**config.mk**
```make
export PLATFORM = sky130hd
export DESIGN_NAME = arb_requester
export DESIGN_NICKNAME = d
export VERILOG_FILES = /design/src/rtl/arb_requester.sv
export SDC_FILE = /design/constraint.sdc
export NUM_CORES = 1
export LEC_CHECK = 0
export BUFFER_PORTS_ARGS = -buffer_cell sky130_fd_sc_hd__buf_2
export CAP_MARGIN = 15
export CORE_MARGIN = 2
export CORE_UTILIZATION = 37
export DETAILED_ROUTE_END_ITERATION = 10
export GPL_TIMING_DRIVEN = 0
export PLACE_DENSITY = 0.62
export SETUP_SLACK_MARGIN = 0.5
export SLEW_MARGIN = 25
export SYNTH_ARGS = -nofsm -noshare
export SYNTH_HDL_FRONTEND = slang
export SYNTH_SLANG_ARGS = --single-unit
export TNS_END_PERCENT = 20
```
**constraint.sdc**
```tcl
create_clock -name clk -period 1.9 [get_ports clk]
set_input_delay 0 -clock clk [delete_from_list [all_inputs] [get_ports clk]]
set_output_delay 0 -clock clk [all_outputs]
set_load 0.005 [all_outputs]
```
**src/rtl/arb_requester.sv**
```systemverilog
// arb_requester: requester-side agent for the two-input arbiter.
// Raises req on an accepted start, owns the resource for len beats once
// granted, re-requests after preemption, and backs off / retries when the
// grant does not arrive in time. All outputs are registered.
module arb_requester #(
  parameter int LEN_W     = 4,
  parameter int TIMEOUT   = 8,
  parameter int BACKOFF   = 3,
  parameter int MAX_RETRY = 2
) (
  input  logic             clk,
  input  logic             rst_n,
  input  logic             start,
  input  logic [LEN_W-1:0] len,
  input  logic             gnt,
  output logic             req,
  output logic             own,
  output logic             busy,
  output logic             done,
  output logic             timeout,
  output logic             err
);

  localparam int WW = (TIMEOUT < 2) ? 1 : $clog2(TIMEOUT);
  localparam int BW = $clog2(BACKOFF + 1);
  localparam int RW = (MAX_RETRY < 1) ? 1 : $clog2(MAX_RETRY + 1);

  typedef enum logic [1:0] {
    S_IDLE = 2'd0,
    S_REQ  = 2'd1,
    S_OWN  = 2'd2,
    S_BACK = 2'd3
  } state_t;

  state_t           state;
  logic [LEN_W-1:0] rem;    // beats still to transfer
  logic [WW-1:0]    wcnt;   // cycles spent in REQ without grant
  logic [BW-1:0]    bcnt;   // cycles spent in BACK
  logic [RW-1:0]    retry;  // timeouts already taken in this burst

  // Single FSM: state, counters and every output registered together.
  always_ff @(posedge clk or negedge rst_n) begin
    if (!rst_n) begin
      state   <= S_IDLE;
      rem     <= '0;
      wcnt    <= '0;
      bcnt    <= '0;
      retry   <= '0;
      req     <= 1'b0;
      own     <= 1'b0;
      busy    <= 1'b0;
      done    <= 1'b0;
      timeout <= 1'b0;
      err     <= 1'b0;
    end else begin
      // status outputs are single-cycle pulses
      done    <= 1'b0;
      timeout <= 1'b0;
      err     <= 1'b0;
      case (state)
        S_IDLE: begin
          if (start) begin
            if (len != '0) begin
              state <= S_REQ;
              req   <= 1'b1;
              busy  <= 1'b1;
              rem   <= len;
              wcnt  <= '0;
              retry <= '0;
            end else begin
              // zero-length burst completes immediately without arbitration
              done <= 1'b1;
            end
          end
        end

        S_REQ: begin
          if (gnt) begin
            // a grant on the expiring cycle still wins
            state <= S_OWN;
            own   <= 1'b1;
          end else if (wcnt == WW'(TIMEOUT - 1)) begin
            req <= 1'b0;
            if (retry == RW'(MAX_RETRY)) begin
              // final expiry reports err alone so done/timeout/err never overlap
              err   <= 1'b1;
              busy  <= 1'b0;
              state <= S_IDLE;
            end else begin
              timeout <= 1'b1;
              retry   <= retry + RW'(1);
              bcnt    <= '0;
              state   <= S_BACK;
            end
          end else begin
            wcnt <= wcnt + WW'(1);
          end
        end

        S_OWN: begin
          // every cycle with own=1 is a transferred beat
          rem <= rem - LEN_W'(1);
          if (rem == LEN_W'(1)) begin
            state <= S_IDLE;
            req   <= 1'b0;
            own   <= 1'b0;
            busy  <= 1'b0;
            done  <= 1'b1;
          end else if (!gnt) begin
            // preempted: stop owning next cycle, keep requesting
            state <= S_REQ;
            own   <= 1'b0;
            wcnt  <= '0;
          end
        end

        S_BACK: begin
          // the timeout cycle itself is the first low cycle of the backoff
          if (bcnt == BW'(BACKOFF - 1)) begin
            state <= S_REQ;
            req   <= 1'b1;
            wcnt  <= '0;
          end else begin
            bcnt <= bcnt + BW'(1);
          end
        end

        default: state <= S_IDLE;
      endcase
    end
  end

endmodule
```
Word level (Yosys, flattened, before mapping)
Index checks and enable logic that the tools add are counted.
W data, S select, Z words.
{ "op_classes": {"add_sub_neg": 4, "n_eq_ne": 22, "n_mux": 58, "reduce_logical": 15} }
{ "op_table": {"columns": ["op", "count"], "rows": [
  ["$mux W2", 17],
  ["$ne A2 B2 Y1 const B", 13],
  ["$mux W1", 23],
  ["$mux W3", 7],
  ["$reduce_and A7 Y1", 2],
  ["$pmux W3 S4", 1],
  ["$reduce_and A6 Y1", 2],
  ["$reduce_and A5 Y1", 2],
  ["$eq A2 B2 Y1 const B", 4],
  ["$mux W4", 2],
  ["$pmux W2 S2", 2],
  ["$pmux W2 S4", 1],
  ["$pmux W4 S2", 1],
  ["$reduce_bool A2 Y1", 4],
  ["$ne A3 B3 Y1 const B", 2],
  ["$reduce_and A3 Y1", 2],
  ["$add A2 B1 Y2 const B", 2],
  ["$eq A4 B1 Y1 const B", 1],
  ["$pmux W1 S2", 2],
  ["$pmux W1 S4", 1],
  ["$reduce_bool A4 Y1", 1],
  ["$sub A4 B1 Y4 const B", 1],
  ["$add A3 B1 Y3 const B", 1],
  ["$eq A3 B3 Y1 const B", 1],
  ["4 further kinds", 4]
]} }
{ "word_totals": {"reg_bits": 19, "output_inout_bits": 6} }

Longest topological paths before layout
Gate-level depths: netlist of run 1.
{ "logic_depth": {"word_depth": 5, "mapped_depth": 7} }

Least setup slack after synthesis of run 1
No wires, ideal clock.
{ "synth_path": {"kind": "reg2reg", "from": "reg state[0]", "to": "reg wcnt[0]", "setup_ns": 0.125, "arrival_ns": 1.581, "path_slack_ns": 0.194, "stages_incl_launch_ff": 7, "cell_sequence": "dfrtp_1 > inv_1 > ha_1 > nand2b_1 > o221ai_4 > and4b_4 > mux2_4"} }
{ "synth_between": {"elab_chain_cells": 3, "word_cells_on_any_way": 13, "classes_between": "10 x eq/ne; 1 x mux; 2 x reduce/logical"} }
{ "synth_rtl": {"columns": ["item", "line_no", "text"], "rows": [
  ["start, declared", "35", "state_t state;"],
  ["start signal, assigned", "44", "state <= S_IDLE;"],
  ["start signal, assigned", "64", "state <= S_REQ;"],
  ["start signal, assigned", "80", "state <= S_OWN;"],
  ["$eq A2 B2 Y1 (tied with other cells)", "60", "case (state)"],
  ["$ne A2 B2 Y1 (no source line)", null, null],
  ["$reduce_and A7 Y1 (no source line)", null, null],
  ["end signal, assigned", "96", "wcnt <= wcnt + WW'(1);"],
  ["end, declared", "37", "logic [WW-1:0] wcnt;"]
]} }
Parallel ways exist; a longest one is shown, timed or not.
A chain may end at the register's enable or synchronous reset.

Final worst setup path of run 1
{ "layout_path": {"from": "reg state[1]", "to": "reg wcnt[0]"} }
The elaborated chain is that of the path after synthesis.

==> results, run 1 <==
- The run finished with clean final reports.
- The buffer type at the clock tree root is sky130_fd_sc_hd__clkbuf_4.
- The final clock skew is about 0.0084 ns.
- The number of slew-limit violations in the final report is 0.
- Timing would allow up to roughly 590 MHz.
- The share of synthesized area occupied by flip-flops and latches is 0.371.
- The end point of the most critical hold path is done.
- The source of the worst register-to-register timing path is state[1].
- Of the total power, the share spent switching nets is 0.410.
- Yosys printed 0 warnings.
- The final design utilization is 0.506.
- The number of H-tree branching levels is 1.
- The row count is 21.
- The die width is roughly 63 µm.
- The sequential cell area is approximately 480 µm².
- The later-pin clock latency in the skew report is 0.30 ns.
- Counting every instance in the synthesized netlist gives between 100 and 150.
- Of the total power, the clock network draws 0.084.
- The multi-input combinational cells in the finished layout cover a total of roughly 830 µm².
- The final design area excluding fillers is 1690 µm².
- Setup repair after global routing could not meet its margin everywhere.
- The endpoint of the worst-slack reg-to-reg timing path is wcnt[0].
- The congestion estimate from routability-driven global placement came to approximately 0.8.
- The number of synthesized flops with an enable pin is 0.
- In the synthesized netlist the dominant register cell turns out to be sky130_fd_sc_hd__dfrtp_1.
- The total grt overflow is 0.
- STA puts the critical path data arrival time at 1.90 ns.
- The synthesized design contains 19 register bits.
- The worst register-to-register path has a depth of 6.
- The initial utilization of the core area, before any placement, comes to 0.384.
- The reg-to-reg setup timing slack is ~0.20 ns.
- After the first detailed-routing iteration, the DRC count stood at 37.
- Port buffering added 12 buffers.
- The cell family with the largest share of critical-path delay is simple AND/OR/NAND/NOR gates.
- The area share of the leading cell type in the synthesized netlist is 0.371.
- The class of the most critical setup path is reg -> reg.
- Summed over all nets, the switching power comes to 1.06 mW.
- The sink count of the clock tree is 19.
- The total via count after detailed routing is 1,152.
- The sum of routed wire length over all layers is 3250 µm.
- The worst-path maximum fanout is 4.
- When the netlist entered floorplanning its net count stood at about 150.
- The routed length per placed instance is 15.3 µm.
- The number of hold violations in the final report is 0.
- The number of antenna violations at the first check in global routing is 0.
- Relative to the synthesized area, the layout overhead comes to 31.8%.
- The detailed-route DRC error count is 0.
- The share of total power dissipated in combinational logic is 0.643.
- The I/O pin count is 14.
- The average size of a mapped cell is approximately 9.5 µm².
- The HPWL after detailed placement is between 2000 and 2500 µm.
- The biggest area consumer among synthesized cells is sky130_fd_sc_hd__dfrtp_1.
- The number of nets in the layout is between 150 and 200.
- In the global route stage, overall resource usage came out at 0.166.
- The worst stage delay on the critical path is about 0.43 ns.
- In the finished design, the share of the clock period the worst path needs comes to 0.897.
- The count of buffer and inverter cells on the critical path is 1.
- For the pin with the worst max-slew slack, the measured transition is between 0.4 and 0.5 ns.
- By area the synthesized netlist is led by sky130_fd_sc_hd__dfrtp_1, sky130_fd_sc_hd__ha_1, sky130_fd_sc_hd__mux2i_1, sky130_fd_sc_hd__inv_1, sky130_fd_sc_hd__o21ai_0.
- The first-pass GRT wire length is approximately 5200 µm.
- Among all stages on the critical path, the largest delay is contributed by sky130_fd_sc_hd__dfrtp_1.
- After synthesis, the netlist uses 40 different library cells.
- The length of the first detailed-routing pass in iterations is 4.
- The critical path goes through inv_2 -> ha_4 -> nand2b_4 -> o221ai_4 -> and4b_4 -> mux2_4.
- The path type of the worst min-delay path is in -> reg.
- The worst-case hold slack is 0.0349 ns.
- The summed instance area of the synthesized netlist is roughly 1300 µm².
- The average via count per standard cell is between 5 and 6.
- The total of fill cells in the finished design is between 300 and 400.
- IR analysis of the VDD net gives a maximum drop of between 0.0005 and 0.0006 V.
- The via count of the first global-routing pass came to between 1,000 and 1,500.
- TritonCTS built the clock tree.
- The internal power contribution is between 1.5 and 2 mW.
- The aggregate negative setup slack is 0 ns.
- Along the worst hold path, the cell count comes to 3.
- In the final layout, the share of cells above drive strength 1 is 0.349.
- The critical path endpoint category is a register.
- The share of synthesized registers carrying an async set or reset is 1.00.
- The power after layout is approximately 2.6 mW.
- The residual antenna-violating net count after detailed routing is 0.
- The worst-case clock buffer depth is 2.
- The die covers a little under 4000 µm².
- STA puts the critical path data required time at ~2.1 ns.
- Clock-pin slew was measured on the worst setup and hold paths at 0.12 ns.
- The die is 62.8 µm tall.
- The analysis attributes to cell leakage a power of 0.746 nW.
- Summing all placed instances gives a cell area of between 1000 and 1500 µm².
- The core box area is between 3000 and 4000 µm².
- The type of element launching the critical path is a register.
- Setup violations remaining at the end of the flow were counted as 0.
- The power density over cell area is around 1500 nW/µm².
- The source of the worst hold timing path is len[3].
- The total clock buffers created by CTS is 3.
- The pin count of the biggest net entering global routing is 20.
- The minimum period implied by the final worst setup slack is 1.70 ns.
- In this run the tightest slew margin relative to its limit is 0.692.
- The diode insertion count for antenna repair is 0.
- The max-cap check violation count is 0.
- The sequential share of power is 0.273.
[cell usage after synthesis (all sizes together), types with 3 or more instances]
cell type and count:
dfrtp 19, inv 14, ha 11, nand2 10
o21ai 9, mux2i 6, a21oi 5, clkbuf 5
nand2b 5, o211ai 5, nor2b 4, nand3 3
nand3b 3, nor3 3, o221ai 3, o22ai 3
[routing by layer]
metal / share of wire / track usage
met5: 0 / 0
met4: 0.012 / 0.0528
met3: 0.027 / 0.0162
met2: 0.53 / 0.305
met1: 0.43 / 0.203
[layout make-up]
cell class	count	area share
clock buffers	4	0.0156
multi-input cells	96	0.494
plain buffers	6	0.0319
well taps	46	0.0341
flip-flops and latches	19	0.282
inverters	14	0.0311
repair buffers	27	0.111
[state kept, by name (all words and copies together) (netlist names)]
signal and cells:
own 1, retry 2, state 2, wcnt 3, rem 4, err 1, req 1, busy 1
timeout 1, bcnt 2, done 1
[timing repair]
| action | 4_1_cts | 5_1_grt |
|---|---|---|
| endpoints found under the setup margin | 19 | 17 |
| gates resized for setup | 10 | 10 |
| buffers inserted | 3 | 11 |
| pin swaps | 2 | 4 |
| gates cloned | 0 | 0 |
| hold buffers | 1 | 0 |
| endpoints found under the hold margin | 19 | 0 |
[metrics by stage]
step / std cells / setup WS, ns
final: 212 / 0.195
after global routing: 212 / 0.174
after CTS: 201 / 0.231
after detailed placement: 193 / 0.124
after global placement: 193 / 0.210
after floorplan: 135 / 0.326
[placed cells by master (no fill, tap or decap), types with 2 or more instances in the layout]
cell type,Yosys,layout
sky130_fd_sc_hd__dfrtp_1,19,18
sky130_fd_sc_hd__buf_4,0,13
sky130_fd_sc_hd__buf_2,0,12
sky130_fd_sc_hd__inv_1,14,10
sky130_fd_sc_hd__nand2_1,10,10
sky130_fd_sc_hd__o21ai_0,8,7
sky130_fd_sc_hd__mux2i_1,6,6
sky130_fd_sc_hd__o211ai_1,5,5
sky130_fd_sc_hd__a21oi_1,5,5
sky130_fd_sc_hd__inv_2,0,4
sky130_fd_sc_hd__nor2b_1,4,4
sky130_fd_sc_hd__clkbuf_4,0,4
sky130_fd_sc_hd__ha_1,11,4
sky130_fd_sc_hd__ha_4,0,4
sky130_fd_sc_hd__nand3b_1,3,3
sky130_fd_sc_hd__nand2b_1,5,3
sky130_fd_sc_hd__o22ai_1,3,3
sky130_fd_sc_hd__nor3_1,3,3
sky130_fd_sc_hd__nand3_1,3,3
sky130_fd_sc_hd__ha_2,0,3
sky130_fd_sc_hd__buf_6,1,2
sky130_fd_sc_hd__clkbuf_1,5,2
sky130_fd_sc_hd__and3_1,2,2
sky130_fd_sc_hd__nand2b_4,0,2
sky130_fd_sc_hd__o21ai_1,1,2
sky130_fd_sc_hd__o21a_1,2,2
sky130_fd_sc_hd__nand4_1,2,2
sky130_fd_sc_hd__o221ai_1,2,2
[worst min-delay path, delay by kind of cell]
family                 cells  cell delay, ns
AND/OR/NAND/NOR            1            0.12
buffers and inverters      1            0.10
AO/OA/AOI/OAI              1            0.08
[cells by family after synthesis]
group	synth area share
AND/OR/NAND/NOR	0.194
flip-flops	0.371
AO/OA/AOI/OAI	0.195
multiplexers	0.0674
adder cells (fa/ha/maj)	0.107
buffers and inverters	0.0645
[power groups by stage]
stage / sequential (mW) / combinational [mW] / clock, mW
after global placement: 0.687 / 1.21 / 0
after detailed placement: 0.701 / 1.26 / 0
after floorplan: 0.671 / 0.984 / 0
after global routing: 0.730 / 1.84 / 0.234
final: 0.706 / 1.66 / 0.216
after CTS: 0.698 / 1.37 / 0.218
[worst max path at each step]
| stage | startpoint | cells after the start | end |
|---|---|---|---|
| 2_1_floorplan | state[0] | 6 | wcnt[0] |
| 5_1_grt | rem[1] | 5 | req |
| 3_3_place_gp | state[1] | 6 | state[1] |
| 3_5_place_dp | wcnt[0] | 6 | bcnt[0] |
| 4_1_cts | state[0] | 6 | wcnt[0] |
| 6_report | state[1] | 6 | wcnt[0] |
No activity file was read; power rests on OpenSTA's default activity.
==> inputs of run 2 (changes only) <==
--- a/config.mk
+++ b/config.mk
@@ -7,11 +7,10 @@
 export LEC_CHECK = 0
 export BUFFER_PORTS_ARGS = -buffer_cell sky130_fd_sc_hd__buf_2
 export CAP_MARGIN = 15
-export CORE_MARGIN = 2
-export CORE_UTILIZATION = 37
+export CORE_UTILIZATION = 55
 export DETAILED_ROUTE_END_ITERATION = 10
 export GPL_TIMING_DRIVEN = 0
-export PLACE_DENSITY = 0.62
+export PLACE_DENSITY = 0.82
 export SETUP_SLACK_MARGIN = 0.5
 export SLEW_MARGIN = 25
 export SYNTH_ARGS = -nofsm -noshare
==> results, run 2 (same netlist as run 1, synthesis figures left out) <==
- The total grt overflow is 0 (unchanged).
- The routed length per placed instance is 15.1 µm (-1.5%).
- The clock-pin slew of the registers on the worst-case setup and hold paths was 0.11 ns (about the same).
- The pin count of the biggest net entering global routing is 20 (unchanged).
- The number of buffers added on ports is 12 (unchanged).
- The average via count per standard cell is 5.94 (+9.4%).
- The worst-case clock buffer depth is 2 (unchanged).
- Setup repair after global routing could not meet its margin everywhere.
- The total clock buffers created by CTS was 3 (unchanged).
- The maximum VDD drop is 0.000944 V (+61%).
- The final weighted congestion in routability-driven placement is 0.785 (-2.0%).
- The count of final setup violators was 0 (unchanged).
- The sequential cell area is 477 µm² (unchanged).
- The number of H-tree branching levels is 1 (unchanged).
- The detailed-route DRC error count is 0 (unchanged).
- The critical path endpoint category is a register.
- The die height is 50.3 µm (-20%).
- The cell family with the largest share of critical-path delay is flip-flops.
- The library cells used most frequently in the layout, excluding fill and tap cells, are sky130_fd_sc_hd__dfrtp_1, sky130_fd_sc_hd__buf_2, sky130_fd_sc_hd__inv_1, sky130_fd_sc_hd__nand2_1, sky130_fd_sc_hd__buf_4.
- The worst-path cell with the longest stage delay is sky130_fd_sc_hd__dfrtp_2.
- The first-pass GRT wire length is 4730 µm (-9.6%).
- The die width was 50.3 µm (-20%).
- The diode insertion count for antenna repair is 0 (unchanged).
- TritonCTS built the clock tree.
- The initial detailed-routing violation count is 31 (-16%).
- The max-cap check violation count is 0 (unchanged).
- The leakage dissipation is 0.722 nW (-3.2%).
- The later-pin clock latency in the skew report is 0.30 ns (about the same).
- The total of fill cells in the finished design was 166 (-48%).
- The combined area of the multi-input logic cells was 815 µm² (-2.4%).
- The number of nets in the layout is 182 (-2.2%).
- The worst stage delay on the critical path is 0.45 ns (+0.02 ns).
- The sum of routed wire length over all layers is 2870 µm (-12%).
- The share of the clock period used by the worst path after layout is 0.870 (-0.0277).
- The type of element launching the critical path is a register.
- The detailed placement HPWL is 2080 µm (-10%).
- The via count of the first global-routing pass is 1,085 (-7.9%).
- The I/O pin count is 14 (unchanged).
- The initial cell density of the core was 0.579 (+0.195).
- The total via count after detailed routing is 1,129 (-2.0%).
- The worst setup path is of the reg -> reg kind.
- The actual slew at the worst max-slew pin is 0.426 ns (-0.0356 ns).
- The critical path required time was 2.10 ns (about the same).
- The number of flip-flops in the largest register came to 4 (unchanged).
- The arrival time at the worst endpoint is 1.85 ns (-0.05 ns).
- The largest registers in the layout are rem x4, wcnt x3.
- The length of the first detailed-routing pass in iterations is 4 (unchanged).
- The run finished with clean final reports.
- The number of antenna violations at the first check in global routing is 0 (unchanged).
- The sink count of the clock tree is 19 (unchanged).
- The number of slew-limit violations in the final report is 0 (unchanged).
- The residual antenna-violating net count after detailed routing is 0 (unchanged).
- The post-synthesis to final-layout area growth is 24.9%.
- The die footprint is 2530 µm² (-36%).
- More flip-flops sit in one register than any other, and that register is rem.
- The count of buffer and inverter cells on the critical path is 1 (unchanged).
- The min-delay analysis places its worst path in the category in -> reg.
- The tree is rooted in a sky130_fd_sc_hd__clkbuf_4.
- The aggregate negative setup slack came to 0 ns (unchanged).
- The peak clock frequency supported by timing was 605 MHz (+3.2%).
- The worst slew margin relative to its limit was 0.716 (+0.0237).
- The final clock skew is 0.00306 ns (-0.00536 ns).
- The number of hold violations in the final report was 0 (unchanged).
- The row count is 17 (-19%).
- The overall fraction of global-route tracks in use is 0.256 (+0.0897).
- The fraction of final layout cells sized beyond drive strength 1 is 0.321 (-0.0284).
- The minimum period implied by the final worst setup slack is 1.65 ns (-0.0526 ns).
- The library cell used most frequently in the layout, excluding fill and tap cells, is sky130_fd_sc_hd__dfrtp_1.
- The core box area came to 2210 µm² (-34%).
- Traced cell by cell, the critical path runs through ha_2 -> inv_2 -> o221ai_4 -> and4b_4 -> mux2_4.
- The power density over cell area is 1490 nW/µm² (-2.5%).
- The worst-path maximum fanout is 5 (+1).
- The final design utilization is 0.723 (+0.217).
[run 2: area by class of cell]
type                            instances  area share
Timing Repair Buffer                   23      0.0907
Multi-Input combinational cell         96       0.509
Clock buffer                            4      0.0164
Inverter                               14      0.0328
Tap cell                               28      0.0219
Buffer                                  6      0.0313
Sequential cell                        19       0.298
[run 2: where the power goes]
group	total [mW]	switching, mW	internal (mW)
combinational	1.48	0.722	0.760
sequential	0.697	0.142	0.555
clock	0.208	0.126	0.0819
total	2.39	0.990	1.40
[run 2: path summary, 6_finish.rpt]
check	end	slack, ns	start	depth (start not counted)
setup / recovery	wcnt[0]	0.25	state[0]	5
max in group asynchronous	state[0]	1.42	rst_n	2
setup reg to reg	wcnt[0]	0.25	state[0]	5
min in group asynchronous	bcnt[1]	0.16	rst_n	2
hold / removal	done	0.05	len[3]	3
hold reg to reg	req	0.53	req	2
[run 2: metrics by stage]
step	total power [mW]	setup slack [ns]	cells	instance area, µm²	hold slack (ns)
floorplan	1.65	0.326	135	1340	-0.296
global placement	1.87	0.236	175	1430	-0.0444
detailed placement	1.95	0.131	175	1430	-0.0349
CTS	2.35	0.244	190	1590	0.0237
global route	2.58	0.192	190	1600	0.0579
finish	2.39	0.248	190	1600	0.0463
[run 2: tightest hold or removal path: cells and delay by family]
| family | cells | cell delay [ns] |
|---|---|---|
| AOI/OAI and AO/OA | 1 | 0.07 |
| buffers and inverters | 1 | 0.11 |
| and+or+nand+nor | 1 | 0.13 |
[run 2: routing by layer]
layer | up-vias | routed length (µm) | GRT usage
met5 | - | 0 | 0
met4 | 0 | 49 | 0.0952
li1 | 548 | - | -
met3 | 6 | 68 | 0.0394
met1 | 557 | 1270 | 0.298
met2 | 18 | 1480 | 0.464
[run 2: timing repair]
item | 4_1_cts | 5_1_grt
gates resized for setup | 11 | 5
buffers inserted | 10 | 0
hold buffers | 1 | 0
pin swaps | 2 | 1
setup endpoints to repair | 17 | 19
endpoints found under the hold margin | 19 | 0
==> inputs of run 3 (changes only) <==
--- a/config.mk
+++ b/config.mk
@@ -10,7 +10,8 @@
 export CORE_UTILIZATION = 55
 export DETAILED_ROUTE_END_ITERATION = 10
 export GPL_TIMING_DRIVEN = 0
-export PLACE_DENSITY = 0.82
+export MAX_ROUTING_LAYER = met4
+export PLACE_DENSITY = 0.81
 export SETUP_SLACK_MARGIN = 0.5
 export SLEW_MARGIN = 25
 export SYNTH_ARGS = -nofsm -noshare
==> results, run 3 (same netlist as run 1, synthesis figures left out) <==
- The run finished with clean final reports.
- The residual antenna-violating net count after detailed routing was 0 (unchanged).
- The endpoint of the worst-slack reg-to-reg timing path is wcnt[0].
- In the final layout, the registers with the most flip-flops are rem x4, wcnt x3.
- The pin count of the biggest net entering global routing is 20 (unchanged).
- The critical path endpoint category is a register.
- The class of the most critical setup path is reg -> reg.
- From synthesis to final layout, the design area changed by 32.8%.
- The worst-case clock buffer depth was 2 (unchanged).
- The source of the worst register-to-register timing path is state[0].
- The clock network fraction of total power is 0.084 (-0.003).
- The aggregate negative setup slack is 0 ns (unchanged).
- The total via count after detailed routing was 1,140 (+0.97%).
- The worst hold path cell count is 3 (unchanged).
- The critical path starts at state[0].
- In the layout the commonest cells are sky130_fd_sc_hd__dfrtp_1, sky130_fd_sc_hd__buf_2, sky130_fd_sc_hd__buf_4, sky130_fd_sc_hd__inv_1, sky130_fd_sc_hd__nand2_1.
- The critical path required time is 2.10 ns (about the same).
- The worst-case hold slack is 0.0371 ns (-0.00920 ns).
- The initial detailed-routing violation count is 31 (unchanged).
- The reg-to-reg setup timing slack is 0.22 ns (-0.03 ns).
- The fraction of final layout cells sized beyond drive strength 1 is 0.373 (+0.0525).
- TritonCTS built the clock tree.
- The via count of the first global-routing pass is 1,147 (+5.7%).
- The average via count per standard cell is 5.88 (-1.1%).
- The diode insertion count for antenna repair is 0 (unchanged).
- The share of the clock period used by the worst path after layout came to 0.883 (+0.0140).
- The placed standard-cell area was 1430 µm² (unchanged).
- The die height is 50.3 µm (unchanged).
- The final weighted congestion in routability-driven placement is 0.811 (+3.2%).
- Setup repair after global routing could not meet its margin everywhere.
- The detailed-route DRC error count is 0 (unchanged).
- The final clock skew is 0.00343 ns (+0.000372 ns).
- The sequential cell area is 477 µm² (unchanged).
- The clock-pin slew of the registers on the worst-case setup and hold paths is 0.12 ns (about the same).
- The max-cap check violation count came to 0 (unchanged).
- The overall fraction of global-route tracks in use is 0.277 (+0.0211).
- The core box area is 2210 µm² (unchanged).
- The part of the power in combinational logic was 0.640 (+0.019).
- The sequential share of power came to 0.276 (-0.016).
- The minimum period implied by the final worst setup slack is 1.68 ns (+0.0265 ns).
- The end point of the most critical hold path is done.
- The source of the worst hold timing path is len[3].
- The number of hold violations in the final report is 0 (unchanged).
- The number of buffers added on ports is 12 (unchanged).
- The die width is 50.3 µm (unchanged).
- The sink count of the clock tree is 19 (unchanged).
- The count of cells along the worst register-to-register path came to 6 (+1).
- The detailed placement HPWL is 2020 µm (-2.7%).
- The routed length per placed instance is 15.7 µm (+3.8%).
- The maximum VDD drop was 0.000878 V (-7.0%).
- The leakage dissipation was 0.764 nW (+5.8%).
- The power density over cell area is 1520 nW/µm² (+2.0%).
- Ranked by flip-flop count, first place goes to rem.
- The final design area excluding fillers was 1700 µm² (+6.3%).
- The reported net switching power was 1.09 mW (+10%).
- The later-pin clock latency in the skew report came to 0.30 ns (about the same).
- The total grt overflow is 0 (unchanged).
- The initial cell density of the core is 0.579 (unchanged).
- The root buffer cell chosen for the clock tree is sky130_fd_sc_hd__clkbuf_4.
- The length of the first detailed-routing pass in iterations is 4 (unchanged).
- The peak clock frequency supported by timing came to 596 MHz (-1.6%).
- The number of H-tree branching levels was 1 (unchanged).
- The worst-path maximum fanout is 4 (-1).
- The number of flip-flops in the largest register is 4 (unchanged).
- The arrival time at the worst endpoint was 1.88 ns (+0.03 ns).
- The actual slew at the worst max-slew pin was 0.510 ns (+0.0835 ns).
- The number of antenna violations at the first check in global routing was 0 (unchanged).
- The number of slew-limit violations in the final report is 0 (unchanged).
- The total of fill cells in the finished design is 140 (-16%).
- The I/O pin count is 14 (unchanged).
- The row count is 17 (unchanged).
- The number of nets in the layout is 186 (+2.2%).
- The worst setup path is launched from a register.
- The sum of routed wire length over all layers is 3040 µm (+6.0%).
- The first-pass GRT wire length is 5020 µm (+6.1%).
- The combined area of the multi-input logic cells came to 881 µm² (+8.1%).
- The count of final setup violators is 0 (unchanged).
- The die footprint is 2530 µm² (unchanged).
- The worst slew margin relative to its limit is 0.660 (-0.0556).
- The total clock buffers created by CTS is 3 (unchanged).
- The library cell used most frequently in the layout, excluding fill and tap cells, is sky130_fd_sc_hd__dfrtp_1.
- In this run the worst hold path is classified as in -> reg.
- The internal power contribution was 1.50 mW (+7.3%).
- The proportion of total power due to net switching was 0.421 (+0.00601).
## run 3: worst max-delay path, stage by stage, from the launching register on
cell and delay [ns]:
sky130_fd_sc_hd__dfrtp_1 0.44, sky130_fd_sc_hd__inv_2 0.08, sky130_fd_sc_hd__ha_4 0.19, sky130_fd_sc_hd__nand2b_4 0.10, sky130_fd_sc_hd__o221ai_4 0.11, sky130_fd_sc_hd__and4b_4 0.36, sky130_fd_sc_hd__mux2_4 0.30
## run 3: worst max-delay path by stage
stage,to,cells after the start
after floorplan,wcnt[0],6
after global placement,state[1],6
after detailed placement,bcnt[0],6
after CTS,wcnt[0],6
after global routing,busy,6
final,wcnt[0],6
## run 3: through the flow
| step | power, mW | worst slack [ns] | util | std cells |
|---|---|---|---|---|
| finish | 2.59 | 0.221 | 0.769 | 194 |
| global route | 2.78 | 0.159 | 0.769 | 194 |
| CTS | 2.40 | 0.233 | 0.734 | 191 |
| detailed placement | 1.94 | 0.161 | 0.648 | 175 |
| global placement | 1.87 | 0.236 | 0.648 | 175 |
| floorplan | 1.65 | 0.326 | - | 135 |
## run 3: power by group through the flow
stage                     Clock, mW  Combinational (mW)  Sequential [mW]
final                         0.218                1.66            0.714
after CTS                     0.219                1.48            0.700
after floorplan                   0               0.984            0.671
after global routing          0.237                1.81            0.732
after global placement            0                1.19            0.685
after detailed placement          0                1.25            0.697
## run 3: layer usage
| layer | GRT usage | up-vias | part of all wire | wire length (µm) |
|---|---|---|---|---|
| met1 | 0.304 | 556 | 0.43 | 1310 |
| met4 | 0.124 | 0 | 0.025 | 75 |
| met3 | 0.0364 | 10 | 0.017 | 52 |
| li1 | - | 555 | - | - |
| met5 | - | - | 0 | 0 |
| met2 | 0.493 | 19 | 0.53 | 1610 |
## run 3: layout make-up
| type | instances | share of cell area |
|---|---|---|
| timing repair buffer | 27 | 0.107 |
| clock inverter | 1 | 0.00294 |
| sequential | 19 | 0.280 |
| clock buffer | 3 | 0.0132 |
| buffer | 6 | 0.0272 |
| inverter | 14 | 0.0309 |
| multi-input combinational | 96 | 0.518 |
| tap | 28 | 0.0206 |
## run 3: what timing repair did
action                                  in CTS  in global routing
gates resized for setup                     16                 11
endpoints found under the setup margin      17                 19
gates cloned                                 0                  0
hold buffers                                 1                  0
pin swaps                                    4                  6
setup buffers                               11                  3
endpoints found under the hold margin       19                  0
